File: config.mk
export PLATFORM = sky130hd
export DESIGN_NAME = tdm_demux
export DESIGN_NICKNAME = d
export VERILOG_FILES = /design/src/rtl/tdm_demux.sv
export SDC_FILE = /design/constraint.sdc
export NUM_CORES = 1
export LEC_CHECK = 0
export CORE_MARGIN = 3
export CORE_UTILIZATION = 47
export DETAILED_ROUTE_END_ITERATION = 10
export PLACE_DENSITY_LB_ADDON = 0.2
export RECOVER_POWER = 25
export SETUP_SLACK_MARGIN = 0.2
export SLEW_MARGIN = 30
export SYNTH_ARGS = -nofsm -noshare
export SYNTH_HDL_FRONTEND = slang
export SYNTH_SLANG_ARGS = --single-unit
export TNS_END_PERCENT = 100
File: constraint.sdc
create_clock -name clk -period 4.5 [get_ports clk]
set_input_delay 0.45 -clock clk [delete_from_list [all_inputs] [get_ports clk]]
set_output_delay 0.45 -clock clk [all_outputs]
set_load 0.02 [all_outputs]
File: src/rtl/tdm_demux.sv
// Time-division demultiplexer: tracks the slot position of a TDM sample stream
// against a frame marker and steers each sample into a per-channel register.
module tdm_demux #(
    parameter int WIDTH = 2,
    parameter int NCH   = 4
) (
    input  logic                 clk,
    input  logic                 rst_n,
    input  logic [WIDTH-1:0]     din,
    input  logic                 din_valid,
    input  logic                 frame_start,
    output logic [NCH*WIDTH-1:0] ch_data,
    output logic [NCH-1:0]       ch_valid,
    output logic                 frame_done,
    output logic                 sync_err,
    output logic                 locked
);

    localparam int SW = $clog2(NCH);
    localparam logic [SW-1:0] SLOT_LAST = SW'(NCH - 1);
    localparam logic [SW-1:0] SLOT_ONE  = SW'(1);

    typedef enum logic {
        HUNT   = 1'b0,
        LOCKED = 1'b1
    } state_t;

    state_t               state_q, state_d;
    logic [SW-1:0]        slot_q, slot_d;
    logic [NCH*WIDTH-1:0] ch_data_q, ch_data_d;
    logic [NCH-1:0]       ch_valid_q, ch_valid_d;
    logic                 frame_done_q, frame_done_d;
    logic                 sync_err_q, sync_err_d;
    logic                 wr_en;
    logic [SW-1:0]        wr_idx;

    always_comb begin
        state_d      = state_q;
        slot_d       = slot_q;
        ch_data_d    = ch_data_q;
        ch_valid_d   = '0;
        frame_done_d = 1'b0;
        sync_err_d   = 1'b0;
        wr_en        = 1'b0;
        wr_idx       = '0;

        if (din_valid) begin
            unique case (state_q)
                HUNT: begin
                    if (frame_start) begin
                        wr_en   = 1'b1;
                        slot_d  = SLOT_ONE;
                        state_d = LOCKED;
                    end
                end
                LOCKED: begin
                    if (frame_start) begin
                        // A marker always restarts the frame; off slot 0 it is an early marker.
                        sync_err_d = (slot_q != '0);
                        wr_en      = 1'b1;
                        slot_d     = SLOT_ONE;
                    end else if (slot_q == '0) begin
                        sync_err_d = 1'b1;
                        state_d    = HUNT;
                        slot_d     = '0;
                    end else begin
                        wr_en        = 1'b1;
                        wr_idx       = slot_q;
                        frame_done_d = (slot_q == SLOT_LAST);
                        slot_d       = (slot_q == SLOT_LAST) ? '0 : slot_q + SLOT_ONE;
                    end
                end
                default: state_d = HUNT;
            endcase
        end

        if (wr_en) begin
            ch_data_d[int'(wr_idx)*WIDTH +: WIDTH] = din;
            ch_valid_d[wr_idx]                     = 1'b1;
        end
    end

    always_ff @(posedge clk) begin
        if (!rst_n) begin
            state_q      <= HUNT;
            slot_q       <= '0;
            ch_data_q    <= '0;
            ch_valid_q   <= '0;
            frame_done_q <= 1'b0;
            sync_err_q   <= 1'b0;
        end else begin
            state_q      <= state_d;
            slot_q       <= slot_d;
            ch_data_q    <= ch_data_d;
            ch_valid_q   <= ch_valid_d;
            frame_done_q <= frame_done_d;
            sync_err_q   <= sync_err_d;
        end
    end

    assign ch_data    = ch_data_q;
    assign ch_valid   = ch_valid_q;
    assign frame_done = frame_done_q;
    assign sync_err   = sync_err_q;
    assign locked     = (state_q == LOCKED);

endmodule

After elaboration in Yosys (flattened, before gate mapping) --
Cells that the tools add are included.
Word-level totals: logic and storage cells 43, bits of input ports 6, bits in registers 17, output and inout port bits 15
Operators by class: equal/unequal tests 2, mux-type cells 19, bitwise gates (word level) 3, add/sub/neg operators 2, shift operators 2, reduce and logical (&&, ||, !) cells 7, order comparisons 2
Operators by type and width (number):
- $neg 3->33 | 1
- $shift 2x33->8 const A | 1
- $shiftx 2x33->8 | 1
- $mux 2 | 8
- $bwmux 8 | 1
- $mux 1 | 7
- $reduce_or 5->1 | 1
- $pmux 2 s2 | 1
- $reduce_and 2->1 | 2
- $lt 2x3->1 const B | 1
- $not 1->1 | 3
- $reduce_and 3->1 | 1
- $add 2x1->2 const B | 1
- $demux 1 s2 | 1
- $eq 2x2->1 const B | 1
- $ge 2x1->1 const B | 1
- $logic_not 2->1 | 1
- $ne 2x2->1 const B | 1
- $pmux 1 s2 | 1
- $reduce_bool 2->1 | 1
- $logic_and 1x1->1 | 1

Logic depth before layout (Yosys ltp) --
Gate-level depths: netlist of the first run.
depth in word-level cells 9, mapped depth 9, gate-level depth less buffers 9

Worst setup path after synthesis of the first run --
Ideal clock, no wire load.
kind flip-flop to flip-flop, start point register slot_q[0], end point register ch_data_q[2], in the netlist ch_data[2], data arrival time 1.884 ns, setup time 0.101 ns, path buffers 0, clock period less this slack 1.985 ns, setup slack 2.515 ns, cell stages (with the launch flop) 10, data required time 4.399 ns, path through dfxtp_1 inv_1 ha_1 nor2b_1 nand2_1 inv_1 ha_1 nand2_1 or3_1 o41ai_1
On the way: word-level cells in the longest chain between the ends 8, elaborated cells between the ends (all ways) 13, those cells by class 1 x add/sub; 2 x shift; 9 x mux; 1 x reduce/logical
RTL lines:
- start, declared | line 29 | logic [SW-1:0] slot_q, slot_d;
- start signal, assigned | line 93 | slot_q <= slot_d;
- $logic_not 2->1 | line 62 | end else if (slot_q == '0) begin
- $mux 2 | line 62
- $mux 2 | line 57 | if (frame_start) begin
- $mux 2 | line 48 | unique case (state_q)
- $mux 2 | line 47 | if (din_valid) begin
- $neg 3->33 | line 78 | ch_data_d[int'(wr_idx)*WIDTH +: WIDTH] = din;
- $shiftx 2x33->8 / $shift 2x33->8 (equally long branches) | line 78
- $bwmux 8 | line 78
- end signal, assigned | line 94 | ch_data_q <= ch_data_d;
- end, declared | line 30 | logic [NCH*WIDTH-1:0] ch_data_q, ch_data_d;
Several ways; a longest one is shown, not always the timed one. A chain may end at the register's enable or synchronous reset.

Worst setup path after layout of the first run --
start point input din_valid, end point register ch_data_q[3], in the netlist ch_data[3]
On the way: word-level cells in the longest chain between the ends 4, elaborated cells between the ends (all ways) 6, those cells by class 1 x add/sub; 2 x shift; 3 x mux
RTL lines:
- start, declared | line 10 | input logic din_valid,
- $mux 2 | line 47
- $neg 3->33 | line 78
- $shiftx 2x33->8 / $shift 2x33->8 (equally long branches) | line 78
- $bwmux 8 | line 78
Several ways; a longest one is shown, not always the timed one.

==> summary.md, run 1 <==
| Metric | Value |
|---|---|
| Initial antenna violation count | 0 |
| Critical Path, Cell by Cell | dlygate4sd3_1, and3b_2, nand2_1, inv_1, ha_1, nand2_1, or3_1, o41ai_1 |
| Crit end category | register |
| Num CTS Buffers | 3 |
| Fin Setup TNS | 0 ps |
| Die H | 50.0 um |
| Mapped Nets | 113 |
| Port buffer count | 20 |
| Residual DRC | 0 |
| Share of layout cells above drive strength 1 | 6.14% |
| First-pass GRT wire length | 3110 um |
| Critical Path RT | 4670 ps |
| Crit-path max cell delay | 750 ps |
| Crit-path most repeated cell | nand2_1 |
| Layout net count | 133 |
| Met1 wire length | 821 um |
| Met2 wire length | 781 um |
| Number of max-cap violations | 0 |
| Post-synthesis sequential area ratio | 37.5% |
| Async S/R FF share, synth | 0% |
| Clk Latency, worst-skew pair | 280 ps |
| Synthesized cell area | 908 sq um |
| Slowest cell on crit path | dlygate4sd3_1 |
| Fmax | 0.383 GHz |
| RSZ-0062 raised after global routing | false |
| Post-CTS Resized | 0 |
| Top post-synthesis cells by count | 17 x dfxtp_1, 12 x ha_1, 10 x nand2_1, 6 x inv_1, 6 x o311ai_0 |
| Number of flops mapped to enable cells by yosys | 0 |
| H-tree lvl count | 1 |
| Top sig layer | met4 |
| FILL cells | 163 |
| Outcome | finished, final reports clean |
| Rows | 15 |
| Ant. Diodes | 0 |
| Layout Area Growth over Synthesis | 24.5% |
| Synth unique cells | 29 |
| Post-CTS Setup Inserts | 0 |
| Hpwl dp | 1300 um |
| Final Skew | 2.87 ps |
| Core footprint | 1780 sq um |
| Final ANT Viol Nets | 0 |
| Synth Flop Type | dfxtp_1 |
| YS warnings | 0 |
| Delay-heaviest family, CP | buffers and inverters |
| WL met3 | 93 um |
| Die width | 50.0 um |
| Largest area contributor in the synthesized netlist | dfxtp_1 |
| Final Hold Viols | 0 |
| Starting Density | 50.9% |
| IO Count | 21 |
| Top-count cell post-synth | dfxtp_1 |
| Tcrit/Tclk final | 58.1% |
| Buffer and inverter count on the worst path | 2 |
| Router iterations before antenna repair | 4 |
| Critical path type | in -> reg |
| TritonCTS clock tree | done |
| Clock Tree Root | clkbuf_4 |
| Vias in the first global route | 692 |
| CP startpoint kind | input pin |
| Worst hold path type | reg -> reg |
| Worst-path fanout max | 11 |
| Setup slack after placement | 1700 ps |
| Area of the multi-input gates | 510 sq um |
| Largest net degree at the start of global routing | 19 |
| Grt ovf | 0 |
| Final setup vio count | 0 |
| Worst vdd ir | 0.200 mV |
| # clock sinks | 17 |
| Worst Path Arrival | 2790 ps |
| Pwr/cell area | 235 nW/um^2 |
| Synth top area cells | dfxtp_1 37%, ha_1 17%, o311ai_0 5.8% |
| FF+latch count, synth | 17 |
| Seq. cell area | 340 sq um |
| Clock slew at reported path FFs | 90 ps |
| Slew @ Worst Pin | 710 ps |
| Die area | 2500 sq um |
| Core Util, Final | 63.4% |
| Worst setup margin | 1890 ps |
| Area share of the largest cell type after synthesis | 37.5% |
| Cts-stage hold buffer count | 0 |
| Placed cell area | 1100 sq um |
| Wirelength per Cell | 12.3 um |
| Max-slew headroom | 52.5% |
| Cell area after layout | 1130 sq um |
| Syn_area_per_cell | 9.56 sq um |
| Cells after synthesis | 95 |
| Static Leak | 0.453 nW |
| Total track usage | 15.5% |
| GPL Wtd Cong | 0.777 |
| Routed via count | 757 |
| Initial DRC count | 25 |
| Min Tclk post-route | 2610 ps |
| CTS max path bufs | 2 |
| Slew Limit Fails | 0 |
| Routed wire length | 1710 um |
| Vias per cell | 5.45 |
cells in the final DEF (no fill, tap or decap), types with 3 or more instances in the layout:
cell type        synthesis  routed
and2_1                   4       4
clkbuf_4                 0       3
clkdlybuf4s50_1          0      13
dfxtp_1                 17      17
dlygate4sd3_1            0       7
ha_1                    12      12
inv_1                    6       6
nand2_1                 10      10
nor2b_1                  3       3
o311ai_0                 6       6
o41ai_1                  4       4
or3_1                    3       3
cells by family (layout without fill, tap and decap cells):
| group | Yosys count | after routing | share of synthesized area [%] |
|---|---|---|---|
| flip-flops | 17 | 17 | 37.5 |
| AND/OR/NAND/NOR | 35 | 35 | 22.2 |
| buffers and inverters | 11 | 30 | 6.34 |
| adder cells (fa/ha/maj) | 12 | 12 | 16.5 |
| AO/OA/AOI/OAI | 20 | 20 | 17.5 |
per-stage QoR:
stage / total power, mW / std cells / hold slack (ps)
after floorplan: 0.181 / 95 / 495
after global placement: 0.192 / 135 / 481
after detailed placement: 0.193 / 135 / 492
after CTS: 0.270 / 139 / 505
after global routing: 0.282 / 139 / 542
final: 0.265 / 139 / 503
worst min-delay path, delay by kind of cell (launching register included):
kind,cells,cell delay (ps)
flip-flops,1,320
AO/OA/AOI/OAI,2,150
per-layer routing:
| metal | up-vias | global-route usage (%) |
|---|---|---|
| met5 | - | 0 |
| met4 | 0 | 5.53 |
| met3 | 2 | 2.72 |
| met2 | 23 | 23.3 |
| met1 | 341 | 22.0 |
| li1 | 391 | - |
sequential cells by signal (all words and copies together), names as in the netlist:
name,count
slot_q,2
locked,1
sync_err,1
frame_done,1
ch_valid,4
ch_data,8
worst paths after layout:
path / startpoint / end / slack, ps / cells past startpoint
setup reg to reg: slot_q[0]$_SDFFE_PN0P_ / ch_data[3]$_SDFFE_PN0P_ / 2180 / 9
setup / recovery: din_valid / ch_data[3]$_SDFFE_PN0P_ / 1890 / 8
hold / removal: ch_data[2]$_SDFFE_PN0P_ / ch_data[2]$_SDFFE_PN0P_ / 500 / 2
hold reg to reg: ch_data[2]$_SDFFE_PN0P_ / ch_data[2]$_SDFFE_PN0P_ / 500 / 2
power breakdown:
group | internal (mW) | leakage, nW | switching, mW
Combinational | 0.0137 | 0.300 | 0.0184
Clock | 0.0343 | 0.0150 | 0.0423
Sequential | 0.154 | 0.138 | 0.00290
cell type report:
| class | count | share of cell area [%] |
|---|---|---|
| clock buffer | 4 | 2.32 |
| inverter | 6 | 1.99 |
| multi-input combinational | 67 | 45.1 |
| sequential | 17 | 30.1 |
| tap | 25 | 2.77 |
| timing repair buffer | 20 | 17.7 |
Note: power is estimated with default switching activity, not from simulation.
==> run 2: changes to the inputs <==
- CORE_UTILIZATION: 47 -> 43
- clock period: 4.5 -> 2.3 ns (I/O delays scaled with it)
==> run 2 against run 1 <==
Compared with the run above:
- routed wire length grew 11%
- largest cell class unchanged
- count of clock-buffer cells in the layout is the same
- highest routed layer unchanged
- critical path type unchanged
- die area up 8.2%
- design area is 8.2% higher
- total power increased by 100%
==> summary.md, run 2 (synthesis gave the netlist of run 1 again) <==
| Metric | Value |
|---|---|
| Slowest cell on crit path | dlygate4sd3_1 |
| Grt ovf | 0 |
| Fmax | 0.490 GHz |
| Layout Area Growth over Synthesis | 34.7% |
| Rows | 16 |
| Final Hold Viols | 0 |
| Most frequent cells in the layout | 15 x dfxtp_1, 14 x clkdlybuf4s50_1, 11 x ha_1, 9 x nand2_1 |
| Num CTS Buffers | 3 |
| Die H | 52.0 um |
| Power Total | 0.535 mW |
| Crit-path max cell delay | 550 ps |
| Clk Latency, worst-skew pair | 290 ps |
| CP startpoint kind | input pin |
| Routed via count | 784 |
| Share of layout cells above drive strength 1 | 19.2% |
| Worst-path fanout max | 13 |
| Clock Tree Root | clkbuf_4 |
| Wirelength per Cell | 12.9 um |
| Largest net degree at the start of global routing | 19 |
| Port buffer count | 20 |
| Critical path type | in -> reg |
| First-pass GRT wire length | 3150 um |
| Buffer and inverter count on the worst path | 3 |
| IO Count | 21 |
| Die area | 2700 sq um |
| Final setup vio count | 0 |
| Static Leak | 0.503 nW |
| Number of max-cap violations | 0 |
| CTS max path bufs | 2 |
| RSZ-0062 raised after global routing | false |
| Critical Path, Cell by Cell | dlygate4sd3_1, clkbuf_1, inv_1, ha_1, and2_2, or3_1, o41ai_2 |
| Router iterations before antenna repair | 2 |
| Ant. Diodes | 0 |
| Tcrit/Tclk final | 88.8% |
| Slew Limit Fails | 0 |
| Core footprint | 1980 sq um |
| Vias in the first global route | 731 |
| Placed cell area | 1140 sq um |
| Pwr/cell area | 437 nW/um^2 |
| Residual DRC | 0 |
| Initial DRC count | 4 |
| Delay-heaviest family, CP | buffers and inverters |
| Worst vdd ir | 0.340 mV |
| Clock slew at reported path FFs | 100 ps |
| Fin cells | 147 |
| Die width | 52.0 um |
| Cts-stage hold buffer count | 0 |
| Cells after DPL | 142 |
| Initial antenna violation count | 0 |
| Min Tclk post-route | 2040 ps |
| Most common cell after layout, fill and taps aside | dfxtp_1 |
| Routed wire length | 1890 um |
| Worst hold path type | reg -> reg |
| Worst Path Arrival | 2240 ps |
| GPL Wtd Cong | 0.868 |
| Max-slew headroom | 54.4% |
| Cell area after layout | 1220 sq um |
| Layout net count | 139 |
| Starting Density | 45.8% |
| Vias per cell | 5.33 |
| Final ANT Viol Nets | 0 |
| Total track usage | 15.7% |
| Max FFs per register | 8 |
| # clock sinks | 17 |
| Hpwl dp | 1400 um |
| H-tree lvl count | 1 |
| Slew @ Worst Pin | 682 ps |
| Critical Path RT | 2500 ps |
| Final Skew | 4.60 ps |
| Outcome | finished, final reports clean |
| Crit end category | register |
| TritonCTS clock tree | done |
| Fin Setup TNS | 0 ps |
## run 2: cell count changes in the layout (fill, tap and decap cells not counted), moves of 2 or more
cell and delta:
buf_4 +5, o41ai_1 -4, o41ai_2 +4, dfxtp_1 -2
dfxtp_2 +2, nor2b_1 -2, nor2b_2 +2
## run 2: where the power goes
| part | leakage [nW] | internal [mW] | switching (mW) |
|---|---|---|---|
| logic | 0.349 | 0.0321 | 0.0399 |
| clock network | 0.0150 | 0.0674 | 0.0907 |
| registers | 0.139 | 0.301 | 0.00390 |
## run 2: path summary, 6_finish.rpt
check | from | endpoint | slack, ps | depth (start not counted)
min reg2reg | ch_data[0]$_SDFFE_PN0P_ | ch_data[0]$_SDFFE_PN0P_ | 520 | 1
max reg2reg | slot_q[0]$_SDFFE_PN0P_ | ch_data[2]$_SDFFE_PN0P_ | 330 | 9
max | frame_start | ch_data[2]$_SDFFE_PN0P_ | 260 | 7
min | ch_data[0]$_SDFFE_PN0P_ | ch_data[0]$_SDFFE_PN0P_ | 520 | 1
## run 2: final cells by class
| class | instances | area (sq um) |
|---|---|---|
| Clock buffer | 4 | 26.3 |
| Fill cell | 175 | 758 |
| Inverter | 6 | 22.5 |
| Multi-Input combinational cell | 67 | 557 |
| Sequential cell | 17 | 343 |
| Tap cell | 27 | 33.8 |
| Timing Repair Buffer | 26 | 241 |
## run 2: timing repair
| item | in CTS | in global routing |
|---|---|---|
| setup endpoints to repair | 3 | 6 |
| pin swaps | 1 | 0 |
| setup buffers | 0 | 1 |
| resized for setup | 2 | 9 |
## run 2: metal layers
metal | track usage (%) | vias up | routed length [um]
li1 | - | 400 | -
met1 | 18.5 | 367 | 855
met2 | 25.7 | 13 | 933
met3 | 2.87 | 4 | 56
met4 | 10.5 | 0 | 43
met5 | 0 | - | 0
## run 2: stage by stage
step | worst slack (ps) | util (%) | hold WS, ps
finish | 258 | 61.7 | 518
global route | 145 | 61.7 | 541
CTS | 234 | 59.3 | 507
detailed placement | 113 | 57.8 | 495
global placement | 120 | 57.8 | 486
floorplan | 315 | - | 402
## run 2: worst register-to-register path, stage by stage (launching register included)
cell and delay [ps]:
dfxtp_2 360, inv_1 70, ha_2 220, nor2b_2 150, nand2_2 100, inv_1 100
ha_1 150, nand2_1 70, or3_1 370, o41ai_2 300
